[config.mk]
export PLATFORM = sky130hd
export DESIGN_NAME = pipeline_controller
export DESIGN_NICKNAME = d
export VERILOG_FILES = /design/src/rtl/pipeline_controller.sv
export SDC_FILE = /design/constraint.sdc
export NUM_CORES = 1
export LEC_CHECK = 0
export CAP_MARGIN = 25
export CORE_ASPECT_RATIO = 1.75
export CORE_UTILIZATION = 49
export CTS_CLUSTER_SIZE = 16
export DETAILED_ROUTE_END_ITERATION = 8
export PLACE_DENSITY = 0.81
export SLEW_MARGIN = 20
export SYNTH_ARGS = -nofsm -noshare
export SYNTH_HDL_FRONTEND = slang
export SYNTH_SLANG_ARGS = --single-unit
export TNS_END_PERCENT = 5
[constraint.sdc]
create_clock -name clk -period 2.6 [get_ports clk]
set_input_delay 0.26 -clock clk [delete_from_list [all_inputs] [get_ports clk]]
set_output_delay 0.26 -clock clk [all_outputs]
set_load 0.1 [all_outputs]
[src/rtl/pipeline_controller.sv]
// pipeline_controller: RV32I-subset decode, branch resolution, IF/ID flush, RUN/HALT FSM and perf counters.
// Latency: sel/flush/alu_src/alu_op are combinational; regwq/memwq/memrq/mem2regq follow decode by one cycle.
// Backpressure: none; a halt request parks the FSM in HALT, which flushes every cycle until reset.
module pipeline_controller #(
  parameter int CNT_W = 32
) (
  input  logic             clk,
  input  logic             rst,
  input  logic [6:0]       inst_control,
  input  logic [9:0]       inst_alu,
  input  logic             zero_flag,
  output logic             sel,
  output logic             alu_src,
  output logic [3:0]       alu_op,
  output logic             flush,
  output logic             regwq,
  output logic             memwq,
  output logic             memrq,
  output logic             mem2regq,
  output logic             halted,
  output logic [CNT_W-1:0] retired_cnt,
  output logic [CNT_W-1:0] flush_cnt
);

  localparam logic [6:0] OP_BUBBLE = 7'h00;
  localparam logic [6:0] OP_LW     = 7'h03;
  localparam logic [6:0] OP_IALU   = 7'h13;
  localparam logic [6:0] OP_SW     = 7'h23;
  localparam logic [6:0] OP_R      = 7'h33;
  localparam logic [6:0] OP_BR     = 7'h63;
  localparam logic [6:0] OP_JAL    = 7'h6F;

  localparam logic [3:0] ALU_AND  = 4'b0000;
  localparam logic [3:0] ALU_OR   = 4'b0001;
  localparam logic [3:0] ALU_ADD  = 4'b0010;
  localparam logic [3:0] ALU_SLL  = 4'b0011;
  localparam logic [3:0] ALU_XOR  = 4'b0100;
  localparam logic [3:0] ALU_SRL  = 4'b0101;
  localparam logic [3:0] ALU_SUB  = 4'b0110;
  localparam logic [3:0] ALU_SLT  = 4'b0111;
  localparam logic [3:0] ALU_SRA  = 4'b1000;
  localparam logic [3:0] ALU_SLTU = 4'b1001;

  typedef enum logic [0:0] {
    ST_RUN  = 1'b0,
    ST_HALT = 1'b1
  } state_t;

  state_t r_state;
  state_t w_state_nxt;

  logic [6:0]       w_funct7;
  logic [2:0]       w_funct3;
  logic             w_alu_src;
  logic [3:0]       w_alu_op;
  logic             w_regw;
  logic             w_memw;
  logic             w_memr;
  logic             w_mem2reg;
  logic             w_taken;
  logic             w_jump;
  logic             w_legal;
  logic             w_halt_req;
  logic             w_run;
  logic             r_regw;
  logic             r_memw;
  logic             r_memr;
  logic             r_mem2reg;
  logic [CNT_W-1:0] r_retired;
  logic [CNT_W-1:0] r_flushes;

  assign w_funct7 = inst_alu[9:3];
  assign w_funct3 = inst_alu[2:0];
  assign w_run    = (r_state == ST_RUN);

  // funct3 -> ALU op; alt selects SUB/SRA over ADD/SRL
  function automatic logic [3:0] alu_map(input logic [2:0] f3, input logic alt);
    logic [3:0] op;
    case (f3)
      3'b000:  op = alt ? ALU_SUB : ALU_ADD;
      3'b001:  op = ALU_SLL;
      3'b010:  op = ALU_SLT;
      3'b011:  op = ALU_SLTU;
      3'b100:  op = ALU_XOR;
      3'b101:  op = alt ? ALU_SRA : ALU_SRL;
      3'b110:  op = ALU_OR;
      default: op = ALU_AND;
    endcase
    return op;
  endfunction

  // Instruction decode and branch resolution; bubbles and unknown opcodes decode to all-zero controls
  always_comb begin
    w_alu_src  = 1'b0;
    w_alu_op   = ALU_AND;
    w_regw     = 1'b0;
    w_memw     = 1'b0;
    w_memr     = 1'b0;
    w_mem2reg  = 1'b0;
    w_taken    = 1'b0;
    w_jump     = 1'b0;
    w_legal    = 1'b1;
    w_halt_req = 1'b0;
    case (inst_control)
      OP_BUBBLE: w_legal = 1'b0;
      OP_R: begin
        w_alu_op = alu_map(w_funct3, w_funct7 == 7'h20);
        w_regw   = 1'b1;
      end
      OP_IALU: begin
        w_alu_src = 1'b1;
        w_alu_op  = alu_map(w_funct3, (w_funct3 == 3'b101) && (w_funct7 == 7'h20));
        w_regw    = 1'b1;
      end
      OP_LW: begin
        w_alu_src = 1'b1;
        w_alu_op  = ALU_ADD;
        w_regw    = 1'b1;
        w_memr    = 1'b1;
        w_mem2reg = 1'b1;
      end
      OP_SW: begin
        w_alu_src = 1'b1;
        w_alu_op  = ALU_ADD;
        w_memw    = 1'b1;
      end
      OP_BR: begin
        // zero_flag is the ALU zero of SUB/SLT/SLTU: compare result 0 means equal or not-less
        case (w_funct3)
          3'b000: begin w_alu_op = ALU_SUB;  w_taken = zero_flag;  end
          3'b001: begin w_alu_op = ALU_SUB;  w_taken = !zero_flag; end
          3'b100: begin w_alu_op = ALU_SLT;  w_taken = !zero_flag; end
          3'b101: begin w_alu_op = ALU_SLT;  w_taken = zero_flag;  end
          3'b110: begin w_alu_op = ALU_SLTU; w_taken = !zero_flag; end
          3'b111: begin w_alu_op = ALU_SLTU; w_taken = zero_flag;  end
          default: begin
            w_legal    = 1'b0;
            w_halt_req = 1'b1;
          end
        endcase
      end
      OP_JAL: begin
        w_alu_op = ALU_ADD;
        w_jump   = 1'b1;
      end
      default: begin
        w_legal    = 1'b0;
        w_halt_req = 1'b1;
      end
    endcase
  end

  // FSM state register
  always_ff @(posedge clk or negedge rst) begin
    if (!rst) r_state <= ST_RUN;
    else      r_state <= w_state_nxt;
  end

  // FSM next state and combinational datapath controls; a halt request suppresses redirect
  always_comb begin
    w_state_nxt = r_state;
    sel         = 1'b0;
    flush       = 1'b0;
    alu_src     = w_alu_src;
    alu_op      = w_alu_op;
    case (r_state)
      ST_RUN: begin
        sel   = (w_taken | w_jump) & ~w_halt_req;
        flush = sel;
        if (w_halt_req) w_state_nxt = ST_HALT;
      end
      ST_HALT: begin
        alu_src = 1'b0;
        alu_op  = ALU_ADD;
        flush   = 1'b1;
      end
      default: w_state_nxt = ST_RUN;
    endcase
  end

  // EX -> MEM/WB control pipeline register; only RUN lets decoded writes through
  always_ff @(posedge clk or negedge rst) begin
    if (!rst) begin
      r_regw    <= 1'b0;
      r_memw    <= 1'b0;
      r_memr    <= 1'b0;
      r_mem2reg <= 1'b0;
    end else begin
      r_regw    <= w_run & w_regw;
      r_memw    <= w_run & w_memw;
      r_memr    <= w_run & w_memr;
      r_mem2reg <= w_run & w_mem2reg;
    end
  end

  // Retire and redirect counters, wrapping; both frozen in HALT since w_run and sel are low there
  always_ff @(posedge clk or negedge rst) begin
    if (!rst) begin
      r_retired <= '0;
      r_flushes <= '0;
    end else begin
      if (w_run && w_legal) r_retired <= r_retired + CNT_W'(1);
      if (sel)              r_flushes <= r_flushes + CNT_W'(1);
    end
  end

  assign regwq       = r_regw;
  assign memwq       = r_memw;
  assign memrq       = r_memr;
  assign mem2regq    = r_mem2reg;
  assign halted      = (r_state == ST_HALT);
  assign retired_cnt = r_retired;
  assign flush_cnt   = r_flushes;

endmodule

Word level (Yosys, flattened, before mapping)
Cells that the tools add are included. Widths: inputs -> output; s select.

Flip-flop bits (word level): 68. Output and inout port bits: 76. Logic and storage cells: 70.

Add/sub/neg operators: 2. Equality and inequality tests: 14. Mux-type cells: 25. Bitwise operators: 7. Reductions and logical operators: 16.

Operators with widths (count): $add 32x1->32 const B (2); $pmux 4 s7 (2); $eq 7x6->1 const B (3); $pmux 4 s4 (1); $reduce_or 3->1 (5); $eq 7x7->1 const B (2); $eq 3x3->1 const B (4); $mux 1 (12); $mux 4 (3); $pmux 4 s3 (1); $reduce_or 6->1 (2); $pmux 1 s2 (4); $eq 7x2->1 const B (1); $eq 7x5->1 const B (1); $logic_not 7->1 (1); $eq 3x2->1 const B (2); $mux 3 (2); $reduce_or 2->1 (3); $reduce_or 5->1 (1); $and 1x1->1 (4); $eq 3x1->1 const B (1); $logic_not 3->1 (1); $logic_and 1x1->1 (2); $not 1->1 (2); other kinds (2) (2).

Logic depth before layout (Yosys ltp)
Gate-level depths: netlist of the first run.

Depth after elaboration: 7. Depth in mapped cells: 7.

Worst setup path after synthesis of the first run
Ideal clock, no wire load.

Path kind: input to output. Start: input inst_alu[5]. End: output alu_op[2]. Arrival: 2.953 ns. Slack: -0.613 ns. Stages: 5. Path buffers: 0. Cells stage by stage: or4b_2 > o21a_1 > a211oi_1 > o21bai_1 > a21oi_1.

Word-level cells in the longest chain between the ends: 6.

RTL lines: start, declared (RTL line 10) `input logic [9:0] inst_alu,`; $eq 7x6->1 * (RTL line 107, 112); $logic_and 1x1->1 (RTL line 112) `w_alu_op = alu_map(w_funct3, (w_funct3 == 3'b101) && (w_funct7 == 7'h20));`; $mux 4 / $mux 3 (equally long branches) (RTL line 85, 80); $pmux 4 s7 (RTL line 79) `case (f3)`; $pmux 4 s4 * (RTL line 104) `case (inst_control)`; $mux 4 * (RTL line 166) `case (r_state)`; end, declared (RTL line 14) `output logic [3:0] alu_op,`.

Mark *: on every way between the ends. The rest lies on a longest branch, timed or not.

Final worst setup path of the first run
Start: input inst_alu[3]. End: output alu_op[2].

Same word-level chain as after synthesis.

==> results of run 1 <==
[area by class of cell]
type / count / area (um^2) / share of cell area, %
sequential: 68 / 1702 / 35.26
clock buffer: 13 / 260.3 / 5.393
tap: 84 / 105.1 / 2.178
clock inverter: 2 / 10.01 / 0.2074
timing repair buffer: 105 / 935.9 / 19.39
multi-input combinational: 263 / 1764 / 36.56
inverter: 13 / 48.80 / 1.011
[registers in the layout, summed over array words and instances (netlist names)]
name / count
regwq: 1
mem2regq: 1
retired_cnt: 32
halted: 1
memwq: 1
flush_cnt: 32
[worst max-delay path by stage]
stage	slack, ps	startpoint	to
after floorplan	-480	inst_alu[0]	flush
after global placement	30	inst_alu[5]	alu_op[2]
after detailed placement	-10	inst_alu[5]	alu_op[2]
after CTS	50	inst_alu[5]	alu_op[2]
after global routing	2	inst_alu[3]	alu_op[2]
final	70	inst_alu[3]	alu_op[2]
[cell usage in the layout (no fill, tap or decap), types with 2 or more instances in the layout]
master	instances
and3_1	6
nand2b_1	2
buf_4	77
o21bai_1	2
o21ai_0	4
nor3_2	2
inv_1	12
mux2_2	2
ha_1	2
clkbuf_8	2
a31oi_1	2
clkdlybuf4s50_1	17
clkinv_2	2
or4_4	3
nor2b_1	2
nor2_1	23
clkbuf_1	2
a21oi_1	7
xor2_1	40
clkbuf_16	9
xnor2_1	23
dfrtp_1	68
nor4_2	6
buf_12	8
nand2_1	29
nor4b_2	2
and4_1	4
nand3_1	26
nor3_1	22
nand4_1	21
nor4_1	13
a21oi_2	2
[kinds of logic (layout without fill, tap and decap cells)]
family / count (synthesis) / count (layout)
simple gates: 171 / 171
flops: 68 / 68
xor+xnor: 63 / 63
compound gates: 25 / 25
buf+inv: 24 / 133
fa+ha+maj: 2 / 2
mux: 2 / 2
[metrics by stage]
step	utilization, %	power [W]	cell area (um^2)	setup slack, ps	hold WS [ps]
2_1_floorplan	-	0.001136	3553	-480.2	-35.59
3_3_place_gp	65.56	0.001209	4528	34.31	218.3
3_5_place_dp	65.56	0.001211	4528	-10.65	229.6
4_1_cts	69.69	0.002316	4813	47.66	419.1
5_1_grt	69.87	0.002386	4826	2.296	471.8
6_report	69.87	0.002308	4826	68.19	411.3
[critical path, cell delays in order]
cell and delay [ps]:
clkdlybuf4s50_1 440, or4b_2 660, o21a_1 200, a211oi_2 190, o21bai_1 100, a21oi_2 210
buf_12 200
[power breakdown]
group	total (W)	leakage (nW)	internal, W	switching, W
clock	0.00111	0.135	0.000689	0.000424
sequential	0.00107	0.918	0.00106	0.00000537
combinational	0.000127	1.28	0.0000461	0.0000804
[per-layer routing]
metal | track usage (%) | vias up
li1 | - | 1467
met1 | 29.02 | 1550
met2 | 44.76 | 108
met3 | 6.474 | 18
met4 | 11.77 | 0
met5 | 0 | -
[repair_timing]
item                                   CTS  global route
resized for setup                        1             3
setup endpoints to repair                1             2
endpoints found under the hold margin   18             0
buffers inserted                         0             0
pin swaps                                0             3
hold buffers                             1             0
==> Implementation_results.wiki, run 1 <==
{| class="wikitable"
! Metric !! Value
|-
| Initial antenna violation count || 0
|-
| Reg2Reg Launch Point || retired_cnt[5]$_DFFE_PN0P_
|-
| Fin crit period || between 2000 and 3000 ps
|-
| Wire length on met2 || slightly below 5000 um
|-
| Remaining global-route overflow || 0
|-
| Area Growth Syn to Fin || 36.10%
|-
| Max-slew violation count || 0
|-
| Final-layout fill cell count || around 570
|-
| Number of design-rule violations left by the first detailed-router iteration || ~180
|-
| Post-detailed-routing wire length || 9077 um
|-
| Highest metal layer with signal wires || met4
|-
| Vertical die dimension || between 100 and 150 um
|-
| Placeable Area || around 0.007 mm^2
|-
| Gp weighted congestion || slightly below 0.9
|-
| Post-synth top area share || 47.99%
|-
| Arrival time of the worst setup path || approximately 2300 ps
|-
| Synthesized cell area || about 0.0035 mm^2
|-
| Startpoint kind of the worst setup timing path || primary input
|-
| Wire length of the first global-routing pass || around 15000 um
|-
| Simple-gate portion of the synthesized area || ~28%
|-
| Leading post-synthesis cells by instance count || 68 x dfrtp_1, 40 x xor2_1, 29 x nand2_1, 26 x nand3_1
|-
| Max-slew headroom || between 50 and 60%
|-
| Number of sinks driven by the clock tree || between 60 and 70
|-
| Number of levels the H-tree was split into || 3
|-
| Synth Register Bits || 68
|-
| Capture instance of the worst register-to-register path || retired_cnt[30]$_DFFE_PN0P_
|-
| Number of cells produced by synthesis || 355
|-
| Share of the cycle needed by the critical path after routing || 97.38%
|-
| Starting density of the core || around half
|-
| Yosys cell types || 44
|-
| CP endpoint kind || output port
|-
| Synthesis Warnings || 0
|-
| Post-detailed-route count of antenna-violating nets || 0
|-
| Xor-xnor portion of the synthesized cell area || between 10% and 20%
|-
| GR Util All Layers || between 20 and 30%
|-
| Ranking of synthesized cells by area || dfrtp_1 48%, xor2_1 9.9%, xnor2_1 5.7%, nand4_1 3.7%, nand3_1 3.7%
|-
| Cells after DPL || 532
|-
| CTS tree || built
|-
| Critical path start-end classification || primary input to output port
|-
| RSZ-0062 raised after global routing || no
|-
| Via count of the first global-routing pass || about 3200
|-
| HPWL after detailed placement || 6587 um
|-
| R2r worst-path depth || 5
|-
| Wire length on met1 || about 3500 um
|-
| Final nets || 482
|-
| Number of buffers created by CTS || 9
|-
| Overall die area || approximately 0.0076 mm^2
|-
| Worst voltage drop across the vdd grid || between 0.3 and 0.4 mV
|-
| Number of port buffers || between 90 and 100
|-
| CTS clock-pin slew for the worst setup and hold paths || 50 ps
|-
| Number of hold-slack violations in the final timing report || 0
|-
| Result of the run || finished, final reports clean
|-
| Router iterations before antenna repair || 4
|-
| Synth Net Count || approximately 380
|-
| Post-Layout Cell Count || 548
|-
| Met3 routed wirelength || 404 um
|-
| Max-capacitance violation count || 0
|-
| Die Wd || ~66 um
|-
| Max Clk Rate || 395.0 MHz
|-
| Ratio of total power to cell area || approximately 480 mW/mm^2
|-
| Detail-routed net length per standard cell || around 17 um
|-
| Root buf cell || clkbuf_16
|-
| Number of standard-cell rows in the floorplan || 40
|-
| Post-Route Skew || about 6.6 ps
|-
| Post-synthesis cell type with the largest combined area || dfrtp_1
|-
| Actual slew at the worst max-slew pin || between 600 and 700 ps
|-
| Most common cell in the synthesized netlist || dfrtp_1
|-
| Part of the Yosys area used for sequential elements || 47.99%
|-
| Final count of negative-setup-slack endpoints || 0
|-
| Fraction of synthesized area in multiplexers || 0.6351%
|-
| Main synth FF type || dfrtp_1
|-
| Maximum number of pins on one net before global-route repair || 33
|-
| Area fraction in compound gates after synthesis || between 4 and 5%
|-
| Required @ worst endpoint || 2340 ps
|-
| Leakage power summed over all cells || ~2.3 nW
|-
| Share of layout cells above drive strength 1 || a little over a quarter
|-
| Syn_area_per_cell || around 10 um^2
|-
| Reg-to-reg slack, setup || 420 ps
|-
| Clock latency reported for the late side of the worst-skew pair || ~330 ps
|-
| Share of synthesized cell area in full adder, half adder and majority cells || less than 1%
|-
| Kind of path behind the tightest hold check || primary input to asynchronous set/reset pin
|-
| Proportion of register bits with asynchronous set or reset after synthesis || 100.0%
|-
| Number of remaining DRC errors || 0
|-
| Vias per cell || around 5.7
|-
| Largest family of logic cells by synthesized area || simple AND/OR/NAND/NOR gates
|-
| Antenna cell count || 0
|-
| Vias || between 3000 and 4000
|-
| Critical-path maximum fanout || 2
|-
| Maximum number of buffers from clock root to sink || 2
|-
| Ports placed on the boundary || between 90 and 100
|-
| Number of enable-type register cells in the synthesized netlist || 0
|-
| Post-route setup TNS || 0 ps
|}
(Power assumes the default switching activity.)
==> run 2: changes to the inputs <==
--- a/config.mk
+++ b/config.mk
@@ -8,7 +8,6 @@
 export CAP_MARGIN = 25
 export CORE_ASPECT_RATIO = 1.75
 export CORE_UTILIZATION = 49
-export CTS_CLUSTER_SIZE = 16
 export DETAILED_ROUTE_END_ITERATION = 8
 export PLACE_DENSITY = 0.81
 export SLEW_MARGIN = 20
==> results of run 2 <==
No change in the layout: final DEF, timing and power equal those of run 1.
